==> src/rtl/ibis_video_pkg.sv <==
// Shared types and constants for the IBIS video timing generator:
// per-axis region enum, control-bit indices, 640x480@60 default timing.
package ibis_video_pkg;

  typedef enum logic [1:0] {
    ACTIVE = 2'd0,
    FRONT  = 2'd1,
    SYNC   = 2'd2,
    BACK   = 2'd3
  } region_e;

  localparam int CTRL_HSYNC = 0;
  localparam int CTRL_VSYNC = 1;

  localparam int DEF_H_ACTIVE = 640;
  localparam int DEF_H_FRONT  = 16;
  localparam int DEF_H_SYNC   = 96;
  localparam int DEF_H_BACK   = 48;
  localparam int DEF_V_ACTIVE = 480;
  localparam int DEF_V_FRONT  = 10;
  localparam int DEF_V_SYNC   = 2;
  localparam int DEF_V_BACK   = 33;

  // Colour-bar palette, left to right
  function automatic logic [23:0] bar_colour(input logic [2:0] idx);
    logic [23:0] c;
    c = 24'h000000;
    unique case (idx)
      3'd0: c = 24'hFFFFFF;
      3'd1: c = 24'hFFFF00;
      3'd2: c = 24'h00FFFF;
      3'd3: c = 24'h00FF00;
      3'd4: c = 24'hFF00FF;
      3'd5: c = 24'hFF0000;
      3'd6: c = 24'h0000FF;
      default: c = 24'h000000;
    endcase
    return c;
  endfunction

endpackage

==> src/rtl/ibis_video_timing_if.sv <==
// Video timing output bundle; master = timing generator, slave = encoder.
// rgb exists only when IBIS_VIDEO_TIMING_PATTERN_EN is defined.
interface ibis_video_timing_if;
  logic        data_enable;
  logic [1:0]  control;
  logic [11:0] x;
  logic [11:0] y;
  logic        line_start;
  logic        frame_start;
`ifdef IBIS_VIDEO_TIMING_PATTERN_EN
  logic [23:0] rgb;
`endif

  modport master (
    output data_enable, control, x, y, line_start, frame_start
`ifdef IBIS_VIDEO_TIMING_PATTERN_EN
    , output rgb
`endif
  );

  modport slave (
    input data_enable, control, x, y, line_start, frame_start
`ifdef IBIS_VIDEO_TIMING_PATTERN_EN
    , input rgb
`endif
  );
endinterface

==> src/rtl/ibis_video_axis_counter.sv <==
// One timing axis: position counter plus ACTIVE/FRONT/SYNC/BACK region FSM.
// Advances only when adv_i is high.
module ibis_video_axis_counter
  import ibis_video_pkg::*;
#(
  parameter int A_W = 640,
  parameter int F_W = 16,
  parameter int S_W = 96,
  parameter int B_W = 48
) (
  input  logic        clk_i,
  input  logic        rst_i,
  input  logic        adv_i,
  output logic [11:0] cnt_o,
  output region_e     region_o
);

  localparam int TOTAL = A_W + F_W + S_W + B_W;

  logic [11:0] cnt_q, cnt_d;
  region_e     region_q, region_d;
  logic        last;

  assign last = (cnt_q == 12'(TOTAL - 1));

  always_ff @(posedge clk_i) begin
    if (rst_i) begin
      cnt_q    <= '0;
      region_q <= ACTIVE;
    end else begin
      cnt_q    <= cnt_d;
      region_q <= region_d;
    end
  end

  // Each region ends on its last position; the FSM moves with the counter
  always_comb begin
    cnt_d    = cnt_q;
    region_d = region_q;
    if (adv_i) begin
      cnt_d = last ? 12'd0 : cnt_q + 12'd1;
      unique case (region_q)
        ACTIVE: if (cnt_q == 12'(A_W - 1))             region_d = FRONT;
        FRONT:  if (cnt_q == 12'(A_W + F_W - 1))       region_d = SYNC;
        SYNC:   if (cnt_q == 12'(A_W + F_W + S_W - 1)) region_d = BACK;
        BACK:   if (last)                              region_d = ACTIVE;
        default:                                       region_d = ACTIVE;
      endcase
    end
  end

  assign cnt_o    = cnt_q;
  assign region_o = region_q;

endmodule

==> src/rtl/ibis_video_timing.sv <==
// Raster timing generator: registered DE, {vsync,hsync}, coordinates and
// line/frame strobes. Optional colour bars under IBIS_VIDEO_TIMING_PATTERN_EN.
module ibis_video_timing
  import ibis_video_pkg::*;
#(
  parameter int H_ACTIVE   = DEF_H_ACTIVE,
  parameter int H_FRONT    = DEF_H_FRONT,
  parameter int H_SYNC     = DEF_H_SYNC,
  parameter int H_BACK     = DEF_H_BACK,
  parameter int V_ACTIVE   = DEF_V_ACTIVE,
  parameter int V_FRONT    = DEF_V_FRONT,
  parameter int V_SYNC     = DEF_V_SYNC,
  parameter int V_BACK     = DEF_V_BACK,
  parameter int H_SYNC_POL = 0,
  parameter int V_SYNC_POL = 0
) (
  input  logic                 aclk,
  input  logic                 areset,
  input  logic                 enable,
  ibis_video_timing_if.master  vid
);

  localparam int   H_TOTAL = H_ACTIVE + H_FRONT + H_SYNC + H_BACK;
  localparam logic HPOL    = 1'(H_SYNC_POL);
  localparam logic VPOL    = 1'(V_SYNC_POL);

  logic [11:0] h_cnt, v_cnt;
  region_e     h_region, v_region;
  logic        h_wrap;

  assign h_wrap = enable && (h_cnt == 12'(H_TOTAL - 1));

  ibis_video_axis_counter #(
    .A_W(H_ACTIVE), .F_W(H_FRONT), .S_W(H_SYNC), .B_W(H_BACK)
  ) u_h (
    .clk_i(aclk), .rst_i(areset), .adv_i(enable),
    .cnt_o(h_cnt), .region_o(h_region)
  );

  ibis_video_axis_counter #(
    .A_W(V_ACTIVE), .F_W(V_FRONT), .S_W(V_SYNC), .B_W(V_BACK)
  ) u_v (
    .clk_i(aclk), .rst_i(areset), .adv_i(h_wrap),
    .cnt_o(v_cnt), .region_o(v_region)
  );

  logic        de_q, de_d;
  logic [1:0]  ctrl_q, ctrl_d;
  logic [11:0] x_q, x_d, y_q, y_d;
  logic        ls_q, ls_d, fs_q, fs_d;

  // Decode from the pre-increment position; registers below give 1-cycle latency
  always_comb begin
    de_d               = (h_region == ACTIVE) && (v_region == ACTIVE);
    ctrl_d             = '0;
    ctrl_d[CTRL_HSYNC] = (h_region == SYNC) ? HPOL : ~HPOL;
    ctrl_d[CTRL_VSYNC] = (v_region == SYNC) ? VPOL : ~VPOL;
    x_d                = de_d ? h_cnt : x_q;
    y_d                = de_d ? v_cnt : y_q;
    ls_d               = (h_cnt == 12'd0) && (v_region == ACTIVE);
    fs_d               = (h_cnt == 12'd0) && (v_cnt == 12'd0);
  end

  always_ff @(posedge aclk) begin
    if (areset) begin
      de_q   <= 1'b0;
      ctrl_q <= {~VPOL, ~HPOL};
      x_q    <= '0;
      y_q    <= '0;
      ls_q   <= 1'b0;
      fs_q   <= 1'b0;
    end else if (enable) begin
      de_q   <= de_d;
      ctrl_q <= ctrl_d;
      x_q    <= x_d;
      y_q    <= y_d;
      ls_q   <= ls_d;
      fs_q   <= fs_d;
    end
  end

  assign vid.data_enable = de_q;
  assign vid.control     = ctrl_q;
  assign vid.x           = x_q;
  assign vid.y           = y_q;
  assign vid.line_start  = ls_q;
  assign vid.frame_start = fs_q;

`ifdef IBIS_VIDEO_TIMING_PATTERN_EN
  localparam int BAR_W = (H_ACTIVE / 8 > 0) ? H_ACTIVE / 8 : 1;

  logic [23:0] rgb_q, rgb_d;
  logic [11:0] bar;

  // Any remainder pixels past the eighth bar stay in the last (black) bar
  always_comb begin
    bar   = h_cnt / 12'(BAR_W);
    rgb_d = de_d ? bar_colour((bar > 12'd7) ? 3'd7 : bar[2:0]) : 24'h000000;
  end

  always_ff @(posedge aclk) begin
    if (areset)      rgb_q <= '0;
    else if (enable) rgb_q <= rgb_d;
  end

  assign vid.rgb = rgb_q;
`endif

endmodule

==> src/flat_wrapper.sv <==
// flat-port wrapper written by rule: the top's interface ports become plain ports
module ibis_video_timing_flat import ibis_video_pkg::*;
#(
  parameter int H_ACTIVE   = DEF_H_ACTIVE,
  parameter int H_FRONT    = DEF_H_FRONT,
  parameter int H_SYNC     = DEF_H_SYNC,
  parameter int H_BACK     = DEF_H_BACK,
  parameter int V_ACTIVE   = DEF_V_ACTIVE,
  parameter int V_FRONT    = DEF_V_FRONT,
  parameter int V_SYNC     = DEF_V_SYNC,
  parameter int V_BACK     = DEF_V_BACK,
  parameter int H_SYNC_POL = 0,
  parameter int V_SYNC_POL = 0
)
  (aclk, areset, enable, vid_data_enable, vid_control, vid_x, vid_y, vid_line_start, vid_frame_start);
  ibis_video_timing_if vid_i ();
  input  logic aclk;
  input  logic areset;
  input  logic enable;
  output wire logic [$bits(vid_i.data_enable)-1:0] vid_data_enable;
  output wire logic [$bits(vid_i.control)-1:0] vid_control;
  output wire logic [$bits(vid_i.x)-1:0] vid_x;
  output wire logic [$bits(vid_i.y)-1:0] vid_y;
  output wire logic [$bits(vid_i.line_start)-1:0] vid_line_start;
  output wire logic [$bits(vid_i.frame_start)-1:0] vid_frame_start;
  assign vid_data_enable = vid_i.data_enable;
  assign vid_control = vid_i.control;
  assign vid_x = vid_i.x;
  assign vid_y = vid_i.y;
  assign vid_line_start = vid_i.line_start;
  assign vid_frame_start = vid_i.frame_start;
  ibis_video_timing #(.H_ACTIVE(H_ACTIVE), .H_FRONT(H_FRONT), .H_SYNC(H_SYNC), .H_BACK(H_BACK), .V_ACTIVE(V_ACTIVE), .V_FRONT(V_FRONT), .V_SYNC(V_SYNC), .V_BACK(V_BACK), .H_SYNC_POL(H_SYNC_POL), .V_SYNC_POL(V_SYNC_POL)) u_core (.aclk(aclk), .areset(areset), .enable(enable), .vid(vid_i));
endmodule
==> config.mk <==
export PLATFORM = sky130hd
export DESIGN_NAME = ibis_video_timing_flat
export DESIGN_NICKNAME = d
export VERILOG_FILES = /design/src/rtl/ibis_video_pkg.sv /design/src/rtl/ibis_video_timing_if.sv /design/src/rtl/ibis_video_axis_counter.sv /design/src/rtl/ibis_video_timing.sv /design/src/flat_wrapper.sv
export SDC_FILE = /design/constraint.sdc
export NUM_CORES = 1
export LEC_CHECK = 0
export ABC_AREA = 1
export CAP_MARGIN = 20
export CORE_UTILIZATION = 56
export DETAILED_ROUTE_END_ITERATION = 10
export PLACE_DENSITY = 0.79
export SLEW_MARGIN = 5
export SYNTH_ARGS = -nofsm -noshare
export SYNTH_HDL_FRONTEND = slang
export SYNTH_SLANG_ARGS = --single-unit
==> constraint.sdc <==
create_clock -name aclk -period 1.95 [get_ports aclk]
set_clock_uncertainty 0.05 [all_clocks]
set_input_delay 0.2925 -clock aclk [delete_from_list [all_inputs] [get_ports aclk]]
set_output_delay 0.2925 -clock aclk [all_outputs]
set_load 0.1 [all_outputs]
# Yosys cells after proc, flatten, opt, wreduce, memory -nomap -nowiden
# Index checks and enable logic that the tools add are counted.
[totals]
ff_bits = 57
in_bits = 3
output_inout_bits = 29
[op_classes]
addsub = 2
eq_ne = 22
mux = 14
n_reduce_logical = 11
[ops]
columns = ["op", "n"]
rows = [
  ["$eq A12 B10 Y1 const B", 5],
  ["$eq A12 B9 Y1 const B", 3],
  ["$add A12 B1 Y12 const B", 2],
  ["$logic_not A12 Y1", 2],
  ["$mux W12", 2],
  ["$mux W2", 8],
  ["$ne A2 B2 Y1 const B", 8],
  ["$pmux W2 S4", 2],
  ["$reduce_and A5 Y1", 2],
  ["$eq A2 B2 Y1 const B", 4],
  ["$eq A2 B1 Y1 const B", 2],
  ["$logic_and A1 B1 Y1", 4],
  ["$logic_not A2 Y1", 2],
  ["$mux W1", 2],
  ["$reduce_and A2 Y1", 1],
]

# Depth between registers and ports, before layout
# Gate-level depths: netlist (run 1).
[logic_depth]
ltp_word = 3
ltp_mapped = 11
ltp_nobuf = 11

# By module
# A second synthesis (run 1) with hierarchy kept.
[unflattened]
cells_unflattened = 435
hier_area_um2 = 3072.9
[modules_own_cells]
columns = ["mod", "instances", "cells_per_inst", "area_per_inst_um2", "seq_area_each_um2"]
rows = [
  ["ibis_video_timing", 1, 162, 1221.2, 580.6],
  ["ibis_video_axis_counter at u_core.u_v", 1, 137, 934.6, 280.3],
  ["ibis_video_axis_counter at u_core.u_h", 1, 136, 917.1, 280.3],
]

# Least setup slack after synthesis (run 1)
# Ideal clock, no wire load.
[synth_path]
path_kind = "reg-to-reg"
startpoint = "reg u_core.u_v.cnt_q[0] (netlist: u_core.u_v.cnt_o[0])"
endpoint = "reg u_core.u_v.region_q[1] (netlist: u_core.u_v.region_o[1])"
setup_ns = 0.064
arrival_time_ns = 1.359
t_required_ns = 1.836
slack_ns = 0.477
stages_incl_launch_ff = 12
n_path_buf = 0
period_less_slack_ns = 1.473
path_cell_list = "dfxtp_1 -> inv_1 -> ha_1 -> nand3_1 -> nor2_1 -> nand2_1 -> nand2_1 -> nand2_2 -> inv_1 -> nand3_1 -> nand2_1 -> nor2_1"
[synth_between]
elab_chain_len = 3
[synth_rtl]
columns = ["element", "line_no", "rtl"]
rows = [
  ["start, declared", "ibis_video_axis_counter.sv:20", "logic [11:0] cnt_q, cnt_d;"],
  ["start signal, assigned", "ibis_video_axis_counter.sv:31", "cnt_q <= cnt_d;"],
  ["$eq A12 B9 Y1 (tied with other cells)", "ibis_video_axis_counter.sv:45", "SYNC: if (cnt_q == 12'(A_W + F_W + S_W - 1)) region_d = BACK;"],
  ["$ne A2 B2 Y1 (no line)", "--", ""],
  ["$reduce_and A5 Y1 (no line) (*)", "--", ""],
  ["end signal, assigned", "ibis_video_axis_counter.sv:32", "region_q <= region_d;"],
  ["end, declared", "ibis_video_axis_counter.sv:21", "region_e region_q, region_d;"],
]
# Every way passes the cells marked *; elsewhere a longest branch is shown, timed or not.
# A chain may end at the register's enable or synchronous reset.

# Worst setup path after layout (run 1)
[layout_path]
startpoint = "reg u_core.u_v.cnt_q[1] (netlist: u_core.u_v.cnt_o[1])"
endpoint = "reg u_core.u_v.region_q[0] (netlist: u_core.u_v.region_o[0])"
# The elaborated chain is that of the path after synthesis.

==> results of run 1 <==
Yosys cell counts:
library cell and count:
nor2_1 47, a31oi_1 1, nand3_1 29, nand3b_1 2, nor3_1 15, o21ai_0 26
a211oi_1 1, a21oi_1 39, o21a_1 1, nand2_2 2, nor3_2 2, xor2_1 8
inv_2 1, buf_2 5, nand3_2 1, nor4_1 2, nand4_1 8, clkbuf_1 8
nor3b_2 1, clkbuf_2 1, nand2_1 61, nor2_4 1, o31ai_1 1, o21ai_1 2
nor2_2 5, dfxtp_1 57, clkinv_1 1, o22ai_1 1, o21bai_1 2, ha_1 16
inv_1 66
logic make-up (layout without fill, tap and decap cells):
kind of cell               after synthesis  in the layout  synth area share, %
and+or+nand+nor                        176            176                 27.5
buffers and inverters                   82            127                 10.8
AOI/OAI and AO/OA                       74             74                 13.2
DFF                                     57             57                 39.2
adders and majority gates               16             16                 6.87
xor gates and xnor gates                 8              8                 2.41
worst reg2reg max path, stage by stage (launching register included):
cell and delay [ps]:
dfxtp_1 470, ha_1 260, inv_1 80, nor2_2 180, nand3_1 110, nand2_1 110
nand2_1 60, nor2_1 80, nand3_1 80, nand2_1 70, nor2_1 40
area by class of cell:
class                   count  area (sq um)
well taps                  67          83.8
flip-flops and latches     57          1140
clock buffers              12           165
multi-input cells         274          1460
repair buffers             43           328
inverters                  68           255
fillers                   418          1350
clock inverters             4          73.8
how the worst max path moves through the flow:
| stage | endpoint | slack, ps | cells past startpoint |
|---|---|---|---|
| 2_1_floorplan | u_core.u_v.region_o[1]$_SDFFE_PP0P_ | 480 | 11 |
| 3_3_place_gp | u_core.u_h.cnt_o[10]$_SDFFE_PP0P_ | 200 | 8 |
| 3_5_place_dp | u_core.u_h.cnt_o[10]$_SDFFE_PP0P_ | 150 | 8 |
| 4_1_cts | u_core.u_v.region_o[0]$_SDFFE_PP0P_ | 280 | 10 |
| 5_1_grt | u_core.u_v.region_o[0]$_SDFFE_PP0P_ | 100 | 10 |
| 6_report | u_core.u_v.region_o[0]$_SDFFE_PP0P_ | 260 | 10 |
report_power, final:
part	leakage, uW	switching, uW	internal, uW
Clock	0.000123	468	824
Sequential	0.000465	22.0	1200
Combinational	0.000864	314	81.6
routing by layer:
metal	vias up	track usage [%]	share of wire (%)
met1	1197	37.0	47
li1	1402	-	-
met3	8	4.47	6.9
met4	0	12.4	1.8
met2	90	39.8	44
met5	-	0	0
flip-flops by register name (all words and copies together) (netlist names):
signal,flops
u_core.u_h.cnt_o,12
u_core.u_h.region_o,2
u_core.u_v.cnt_o,12
u_core.u_v.region_o,2
u_core.vid.control,2
u_core.vid.data_enable,1
u_core.vid.frame_start,1
u_core.vid.line_start,1
u_core.vid.x,12
u_core.vid.y,12
stage by stage:
step	worst slack [ps]	hold slack, ps
after floorplan	477	418
after detailed placement	155	385
after global placement	196	381
after global routing	99.3	415
after CTS	280	395
final	259	393
==> results.rst, run 1 <==
.. list-table::
   :header-rows: 1

   * - Metric
     - Value
   * - Beginning of the worst hold path
     - u_core.vid.x[4]$_SDFFE_PP0P_
   * - Count of unresolved DRC violations after routing
     - 0
   * - Quantity of gates resized following cts
     - 0
   * - Reported max-cap violation count
     - 0
   * - Crit. End Element
     - flip-flop
   * - Die height
     - roughly 74 um
   * - Clock-pin transition on the worst setup and hold timing paths
     - approximately 60 ps
   * - Cell at the root of the clock tree
     - clkbuf_8
   * - Result of the run
     - completed
   * - Cell type contributing the most total cell area after synthesis
     - dfxtp_1
   * - Worst-margin pin slew
     - roughly 430 ps
   * - Post-synth design cell area
     - approximately 2900 sq um
   * - Post-synthesis area per instance
     - roughly 7 sq um
   * - Number of pins exceeding their max-slew limit in the final report
     - 0
   * - Cts hold-fix bufs
     - 0
   * - Fraction of synthesized cell area taken by the top area cell type
     - between 30% and 40%
   * - Worst min-delay path class
     - reg -> reg
   * - Peak supply drop
     - roughly 0.5 mV
   * - Headroom to the max-slew limit
     - between 70% and 80%
   * - Die W
     - around 74 um
   * - Quantity of I/O buffers inserted on ports
     - 31
   * - Reg-to-Reg End
     - u_core.u_v.region_o[0]$_SDFFE_PP0P_
   * - # setup viols final
     - 0
   * - Source of the critical timing path
     - u_core.u_v.cnt_o[1]$_SDFFE_PP0P_
   * - Routed wire length
     - about 6500 um
   * - Number of buffers added by the clock tree synthesis step
     - 9
   * - # clock sinks
     - 57
   * - Beginning of the worst register-to-register path
     - u_core.u_v.cnt_o[1]$_SDFFE_PP0P_
   * - Slowest stage delay, CP
     - approximately 470 ps
   * - Type of the worst setup path
     - reg -> reg
   * - Pin count of the biggest net entering global routing
     - 50
   * - Yosys synthesis warning count
     - 0
   * - Cells along the critical path
     - ha_1, inv_1, nor2_2, nand3_1, nand2_1, nand2_1, nor2_1, nand3_1, nand2_1, nor2_1
   * - Number of standard cells in the layout, taps in and fillers out
     - 525
   * - Ratio of final minimum period to clock period
     - between 80% and 90%
   * - Sequential area share after synthesis
     - 39.2%
   * - Antenna cells
     - 0
   * - Detailed router's first-iteration violation count
     - 146
   * - Row Count
     - 25
   * - Maximum clock rate
     - ~590 MHz
   * - Commonest cells after routing, fill and taps aside
     - inv_1, nand2_1, dfxtp_1
   * - Final-report hold violation count
     - 0
   * - Count of pins on the block boundary
     - 32
   * - Worst hold endpoint
     - u_core.vid.x[4]$_SDFFE_PP0P_
   * - Post CTS Setup Buffer Count
     - 0
   * - Worst R2R Path Depth
     - 10
   * - WL per Instance
     - 12.5 um
   * - P&R area growth vs syn
     - 20.3%
   * - Master of the slowest instance on the critical path
     - dfxtp_1
   * - Min Tclk post-route
     - around 1700 ps
   * - Number of H-tree branching levels
     - 3
   * - R2R Setup Slk
     - 260 ps
   * - Post-route standard cell area excluding fillers
     - between 3000 and 4000 sq um
   * - Number of synthesized register bits
     - between 50 and 60
   * - TritonCTS clock tree
     - yes
   * - Antenna violations before repair
     - 0
   * - Overflow left after global routing
     - 0
   * - Crit path launch type
     - flip-flop
   * - Worst-case clock buffer depth
     - 2
   * - 1st-pass router iterations
     - 5
   * - Gp weighted congestion
     - 0.903
   * - Initial standard-cell utilization of the core
     - approximately three fifths
   * - Top post-synthesis cells by area
     - dfxtp_1, inv_1, nand2_1, ha_1, a21oi_1
   * - Number of distinct library cell variants in the gate-level netlist after synthesis
     - 31
   * - Most common cell after layout, fill and taps aside
     - inv_1
   * - Fraction of layout instances using a drive strength above 1
     - between 10% and 20%
   * - Overall Global Routing Usage
     - 26.5%
   * - Data required time at the worst endpoint
     - ~2100 ps
   * - Total Nets Final
     - around 470
   * - Core region area
     - around 4800 sq um
   * - Data arrival at the endpoint of the critical path
     - approximately 1900 ps
   * - Cell family with most CP delay
     - simple AND/OR/NAND/NOR gates
   * - Sum of net half-perimeters after detailed placement
     - ~4700 um
   * - Via-per-instance ratio
     - a little over 5
   * - Critical path fanouts, max
     - 6
   * - P_leak
     - around 0.0015 uW
   * - Util after Layout
     - about 72%
   * - Power consumption
     - 2910 uW
   * - Overall die area
     - ~5500 sq um
   * - Clk Latency, worst-skew pair
     - 330 ps
   * - First-pass GRT wire length
     - roughly 11000 um
   * - Hold Crit Depth
     - 2
   * - Most frequent cell on the critical path
     - nand2_1
   * - Final sum of negative setup slack
     - 0 ps
   * - Vias in the first global route
     - about 2400
   * - Unrepaired setup endpoints after global routing
     - false
   * - Crit path buffers/inverters
     - 1
   * - Ratio of total power to cell area
     - just over 800 nW/um^2
   * - Post-placement cell area
     - roughly 3300 sq um
   * - Synthesized instance count
     - 413
   * - Number of placed instances, taps included
     - between 500 and 600
   * - Synthesized net count
     - about 430
   * - Antenna violation net count after detailed routing
     - 0
   * - Overall via count from detail_route
     - approximately 2700
Power figures use the tool's default switching activity.
==> run 2, diff against run 1 <==
Settings changed: GPL_TIMING_DRIVEN from default to 0.
==> run 2 against run 1 <==
Net effect: critical path depth decreased by 9; clock-buffer cell count unchanged; wire length increased by 2.4%.
==> results.rst, run 2 (synthesis results as in run 1) <==
.. list-table::
   :header-rows: 1

   * - Metric
     - Value
   * - Cts hold-fix bufs
     - 0
   * - P&R area growth vs syn
     - 19.9%
   * - Maximum clock rate
     - 530 MHz
   * - Sum of net half-perimeters after detailed placement
     - between 4000 and 5000 um
   * - Antenna violations before repair
     - 0
   * - Overall Global Routing Usage
     - 26.4%
   * - Ratio of total power to cell area
     - just over 800 nW/um^2
   * - TritonCTS clock tree
     - yes
   * - Core region area
     - 4850 sq um
   * - Count of pins on the block boundary
     - 32
   * - Number of placed instances, taps included
     - between 500 and 600
   * - Reg-to-Reg End
     - u_core.u_v.region_o[1]$_SDFFE_PP0P_
   * - Master of the slowest instance on the critical path
     - dlygate4sd2_1
   * - WL per Instance
     - roughly 13 um
   * - Routed wire length
     - around 6700 um
   * - Result of the run
     - completed
   * - Crit path launch type
     - flip-flop
   * - Number of pins exceeding their max-slew limit in the final report
     - 0
   * - Headroom to the max-slew limit
     - about a third
   * - Ratio of final minimum period to clock period
     - a little over nine tenths
   * - Overall die area
     - between 5000 and 6000 sq um
   * - Clock-pin transition on the worst setup and hold timing paths
     - about 70 ps
   * - First-pass GRT wire length
     - 10900 um
   * - Number of H-tree branching levels
     - 3
   * - Vias in the first global route
     - around 2400
   * - Critical path fanouts, max
     - 2
   * - Count of unresolved DRC violations after routing
     - 0
   * - Data required time at the worst endpoint
     - 1610 ps
   * - Number of filler cells placed in the layout
     - ~400
   * - # setup viols final
     - 0
   * - Cell family with most CP delay
     - buffers and inverters
   * - Cells along the critical path
     - dlygate4sd2_1
   * - Beginning of the worst register-to-register path
     - u_core.u_v.cnt_o[0]$_SDFFE_PP0P_
   * - Fraction of layout instances using a drive strength above 1
     - under 10%
   * - Number of buffers added by the clock tree synthesis step
     - 9
   * - Slowest stage delay, CP
     - 880 ps
   * - Reported max-cap violation count
     - 0
   * - Data arrival at the endpoint of the critical path
     - roughly 1500 ps
   * - Die height
     - 74.1 um
   * - 1st-pass router iterations
     - 6
   * - Quantity of I/O buffers inserted on ports
     - 30
   * - Endpoint of the most critical setup path
     - vid_data_enable
   * - Clk Latency, worst-skew pair
     - around 330 ps
   * - R2R Setup Slk
     - 150 ps
   * - Type of the worst setup path
     - reg -> out
   * - Antenna cells
     - 0
   * - Most common cell after layout, fill and taps aside
     - inv_1
   * - Peak supply drop
     - a little under 0.5 mV
   * - Initial standard-cell utilization of the core
     - between 60% and 70%
   * - Die W
     - roughly 74 um
   * - Worst min-delay path class
     - in -> reg
   * - Final sum of negative setup slack
     - 0 ps
   * - Unrepaired setup endpoints after global routing
     - false
   * - P_leak
     - between 0.001 and 0.0015 uW
   * - Area of the multi-input gates
     - 1460 sq um
   * - Antenna violation net count after detailed routing
     - 0
   * - Overflow left after global routing
     - 0
   * - Min Tclk post-route
     - around 1900 ps
   * - Worst R2R Path Depth
     - 10
   * - Register Area
     - ~1100 sq um
   * - Pin count of the biggest net entering global routing
     - 11
   * - Final-report hold violation count
     - 0
   * - Crit path buffers/inverters
     - 1
   * - Row Count
     - 25
   * - # clock sinks
     - between 50 and 60
   * - Worst-case clock buffer depth
     - 2
   * - Source of the critical timing path
     - u_core.vid.data_enable$_SDFFE_PP0P_
   * - Via-per-instance ratio
     - around 5.2
   * - Post CTS Setup Buffer Count
     - 0
   * - Number of standard cells in the layout, taps in and fillers out
     - between 500 and 600
   * - Overall via count from detail_route
     - 2726
   * - Cell at the root of the clock tree
     - clkbuf_8
   * - Gp weighted congestion
     - roughly 0.87
   * - Commonest cells after routing, fill and taps aside
     - inv_1, nand2_1, dfxtp_1
   * - Instance count on the critical path
     - 1
   * - Worst-margin pin slew
     - a little under 1000 ps
   * - Total Nets Final
     - 473
   * - Detailed router's first-iteration violation count
     - 158
   * - Crit. End Element
     - output port
==> run 2: what timing repair did <==
action,4_1_cts,5_1_grt
resized for setup,29,1
endpoints found under the setup margin,29,2
pin swaps,0,0
==> run 2: worst min path at each step <==
stage,start,end,slack [ps],depth (start not counted)
after floorplan,u_core.u_v.cnt_o[11]$_SDFFE_PP0P_,u_core.u_v.cnt_o[11]$_SDFFE_PP0P_,420,2
after global placement,u_core.vid.x[2]$_SDFFE_PP0P_,u_core.vid.x[2]$_SDFFE_PP0P_,380,2
after detailed placement,u_core.vid.y[9]$_SDFFE_PP0P_,u_core.vid.y[9]$_SDFFE_PP0P_,390,2
after CTS,enable,u_core.u_h.cnt_o[0]$_SDFFE_PP0P_,280,3
after global routing,enable,u_core.u_h.cnt_o[0]$_SDFFE_PP0P_,290,3
final,enable,u_core.vid.line_start$_SDFFE_PP0P_,290,3
==> run 2: final cells by class <==
type                    count  area share, %
well taps                  67           2.40
clock inverters             4           2.15
clock buffers              12           4.44
flip-flops and latches     57           32.7
plain buffers              14           1.72
repair buffers             30           7.56
multi-input cells         274           41.7
inverters                  68           7.31
==> run 2: report_power, final <==
group          internal (uW)  switching, uW  leakage, uW
clock                    790            494     0.000109
sequential              1200           19.2     0.000466
combinational           65.5            318     0.000887
==> run 2: metal layers <==
layer  track usage (%)  wire length, um
met3              4.20              378
met4              10.9              130
met2              41.9             2940
met1              35.8             3250
met5                 0                0
==> run 2: per-stage QoR <==
step | total power, uW | cell area [sq um] | worst slack (ps) | util, % | hold slack, ps
6_report | 2890 | 3490 | 62.8 | 72.0 | 289
3_3_place_gp | 1650 | 3300 | 104 | 68.0 | 381
5_1_grt | 2980 | 3490 | 13.7 | 72.0 | 290
4_1_cts | 2900 | 3490 | 54.6 | 72.0 | 281
2_1_floorplan | 1560 | 2910 | 477 | - | 418
3_5_place_dp | 1650 | 3300 | 84.8 | 68.0 | 385
==> run 3, diff against run 2 <==
--- a/constraint.sdc
+++ b/constraint.sdc
@@ -3,3 +3,3 @@
 set_input_delay 0.2925 -clock aclk [delete_from_list [all_inputs] [get_ports aclk]]
 set_output_delay 0.2925 -clock aclk [all_outputs]
-set_load 0.1 [all_outputs]
+set_load 0.05 [all_outputs]
==> run 3 against run 2 <==
Net effect: clock-buffer cell count did not move; register-to-register slack is essentially flat; fmax rose by 2.8%; total power decreased by 3.3%; setup slack better by 52 ps; sequential share of layout area decreased by 0.34 points; non-clock buffer count unchanged; flip-flop and latch count unchanged; cell count unchanged; hold slack improved by 3.3 ps; die area is the same; combinational power down 25%; largest cell class unchanged.
==> results.rst, run 3 (synthesis results as in run 1) <==
.. list-table::
   :header-rows: 1

   * - Metric
     - Value
   * - Critical path fanouts, max
     - 2
   * - Result of the run
     - completed
   * - TritonCTS clock tree
     - yes
   * - Antenna violation net count after detailed routing
     - 0
   * - Area of the multi-input gates
     - around 1500 sq um
   * - Sum of net half-perimeters after detailed placement
     - approximately 4800 um
   * - Overall Global Routing Usage
     - approximately a quarter
   * - Quantity of I/O buffers inserted on ports
     - 30
   * - # clock sinks
     - 57
   * - Fraction of layout instances using a drive strength above 1
     - between 7 and 8%
   * - Detailed-route wire length on metal 1
     - between 3000 and 4000 um
   * - Cell at the root of the clock tree
     - clkbuf_8
   * - Clock-pin transition on the worst setup and hold timing paths
     - 70 ps
   * - Gp weighted congestion
     - 0.873
   * - Antenna violations before repair
     - 0
   * - WL per Instance
     - roughly 13 um
   * - Crit. End Element
     - output port
   * - Data required time at the worst endpoint
     - between 1500 and 2000 ps
   * - Hold WS
     - 292 ps
   * - Final-report hold violation count
     - 0
   * - Number of buffers added by the clock tree synthesis step
     - 9
   * - Overall via count from detail_route
     - between 2000 and 3000
   * - Maximum clock rate
     - approximately 540 MHz
   * - Crit path buffers/inverters
     - 1
   * - Row Count
     - 25
   * - Worst-margin pin slew
     - 561 ps
   * - Hold Crit Depth
     - 3
   * - Final sum of negative setup slack
     - 0 ps
   * - Overflow left after global routing
     - 0
   * - Most common cell after layout, fill and taps aside
     - inv_1
   * - Min Tclk post-route
     - between 1500 and 2000 ps
   * - Met2 wire length
     - between 2000 and 3000 um
   * - Unrepaired setup endpoints after global routing
     - false
   * - Amount of wire on met3 after detailed routing
     - ~370 um
   * - Power consumption
     - between 2000 and 3000 uW
   * - Number of H-tree branching levels
     - 3
   * - # setup viols final
     - 0
   * - Master of the slowest instance on the critical path
     - clkdlybuf4s50_1
   * - Number of filler cells placed in the layout
     - 397
   * - Vias in the first global route
     - 2371
   * - Crit path launch type
     - flip-flop
   * - Die W
     - 74.1 um
   * - Commonest cells after routing, fill and taps aside
     - inv_1, nand2_1, dfxtp_1
   * - Post CTS Setup Buffer Count
     - 0
   * - Cell family with most CP delay
     - buffers and inverters
   * - Register Area
     - between 1000 and 1500 sq um
   * - 1st-pass router iterations
     - 5
   * - Highest routed metal layer
     - met4
   * - P_leak
     - about 0.0014 uW
   * - Initial standard-cell utilization of the core
     - between 60% and 70%
   * - P&R area growth vs syn
     - 21.1%
   * - Worst min-delay path class
     - in -> reg
   * - Count of pins on the block boundary
     - 32
   * - Overall die area
     - 5490 sq um
   * - Data arrival at the endpoint of the critical path
     - approximately 1500 ps
   * - Ratio of final minimum period to clock period
     - 94.1%
   * - Cells along the critical path
     - clkdlybuf4s50_1
   * - Pin count of the biggest net entering global routing
     - 11
   * - Ratio of total power to cell area
     - ~800 nW/um^2
   * - Instance count on the critical path
     - 1
   * - Slowest stage delay, CP
     - ~830 ps
   * - Type of the worst setup path
     - reg -> out
   * - Count of unresolved DRC violations after routing
     - 0
   * - Worst-case clock buffer depth
     - 2
   * - Antenna cells
     - 0
   * - Peak supply drop
     - between 0.4 and 0.5 mV
   * - Worst R2R Path Depth
     - 10
   * - Number of pins exceeding their max-slew limit in the final report
     - 0
   * - Detailed router's first-iteration violation count
     - roughly 160
   * - Die height
     - between 70 and 80 um
   * - Reported max-cap violation count
     - 0
   * - Clk Latency, worst-skew pair
     - ~330 ps
   * - Core region area
     - between 4000 and 5000 sq um
   * - Headroom to the max-slew limit
     - 62.6%
   * - Total Nets Final
     - about 470
   * - First-pass GRT wire length
     - around 11000 um
   * - Routed wire length
     - 6680 um
   * - Via-per-instance ratio
     - between 5 and 6
run 3: repair_timing:
item | in CTS | in global routing
resized for setup | 0 | 1
setup endpoints to repair | 0 | 2
hold buffers | 0 | 0
run 3: area by class of cell:
cell class                 instances  share of cell area (%)
buffer                            14                    1.70
clock buffer                      12                    4.40
clock inverter                     4                    2.13
inverter                          68                    7.23
multi-input combinational        274                    41.3
sequential                        57                    32.4
tap                               67                    2.38
timing repair buffer              30                    8.51
run 3: path summary, 6_finish.rpt:
path	end	slack, ps	startpoint
max	vid_data_enable	110	u_core.vid.data_enable$_SDFFE_PP0P_
min	u_core.vid.line_start$_SDFFE_PP0P_	290	enable
max reg2reg	u_core.u_v.region_o[1]$_SDFFE_PP0P_	160	u_core.u_v.cnt_o[0]$_SDFFE_PP0P_
min reg2reg	u_core.vid.x[3]$_SDFFE_PP0P_	390	u_core.vid.x[3]$_SDFFE_PP0P_
run 3: power breakdown:
| group | internal [uW] | total, uW | switching, uW |
|---|---|---|---|
| Sequential | 1200 | 1220 | 20.6 |
| Clock | 790 | 1280 | 493 |
| Combinational | 87.8 | 287 | 199 |
run 3: metal layers:
| layer | GRT usage, % | up-vias |
|---|---|---|
| met5 | 0 | - |
| met4 | 10.9 | 0 |
| met3 | 4.20 | 13 |
| met2 | 41.8 | 82 |
| met1 | 35.9 | 1198 |
| li1 | - | 1410 |
run 3: per-stage QoR:
step / cell area (sq um) / cells / setup slack [ps] / util [%]
6_report: 3530 / 526 / 115 / 72.8
5_1_grt: 3530 / 526 / 33.5 / 72.8
4_1_cts: 3530 / 526 / 56.7 / 72.7
3_5_place_dp: 3300 / 510 / 84.8 / 68.0
3_3_place_gp: 3300 / 510 / 104 / 68.0
2_1_floorplan: 2910 / 413 / 477 / -
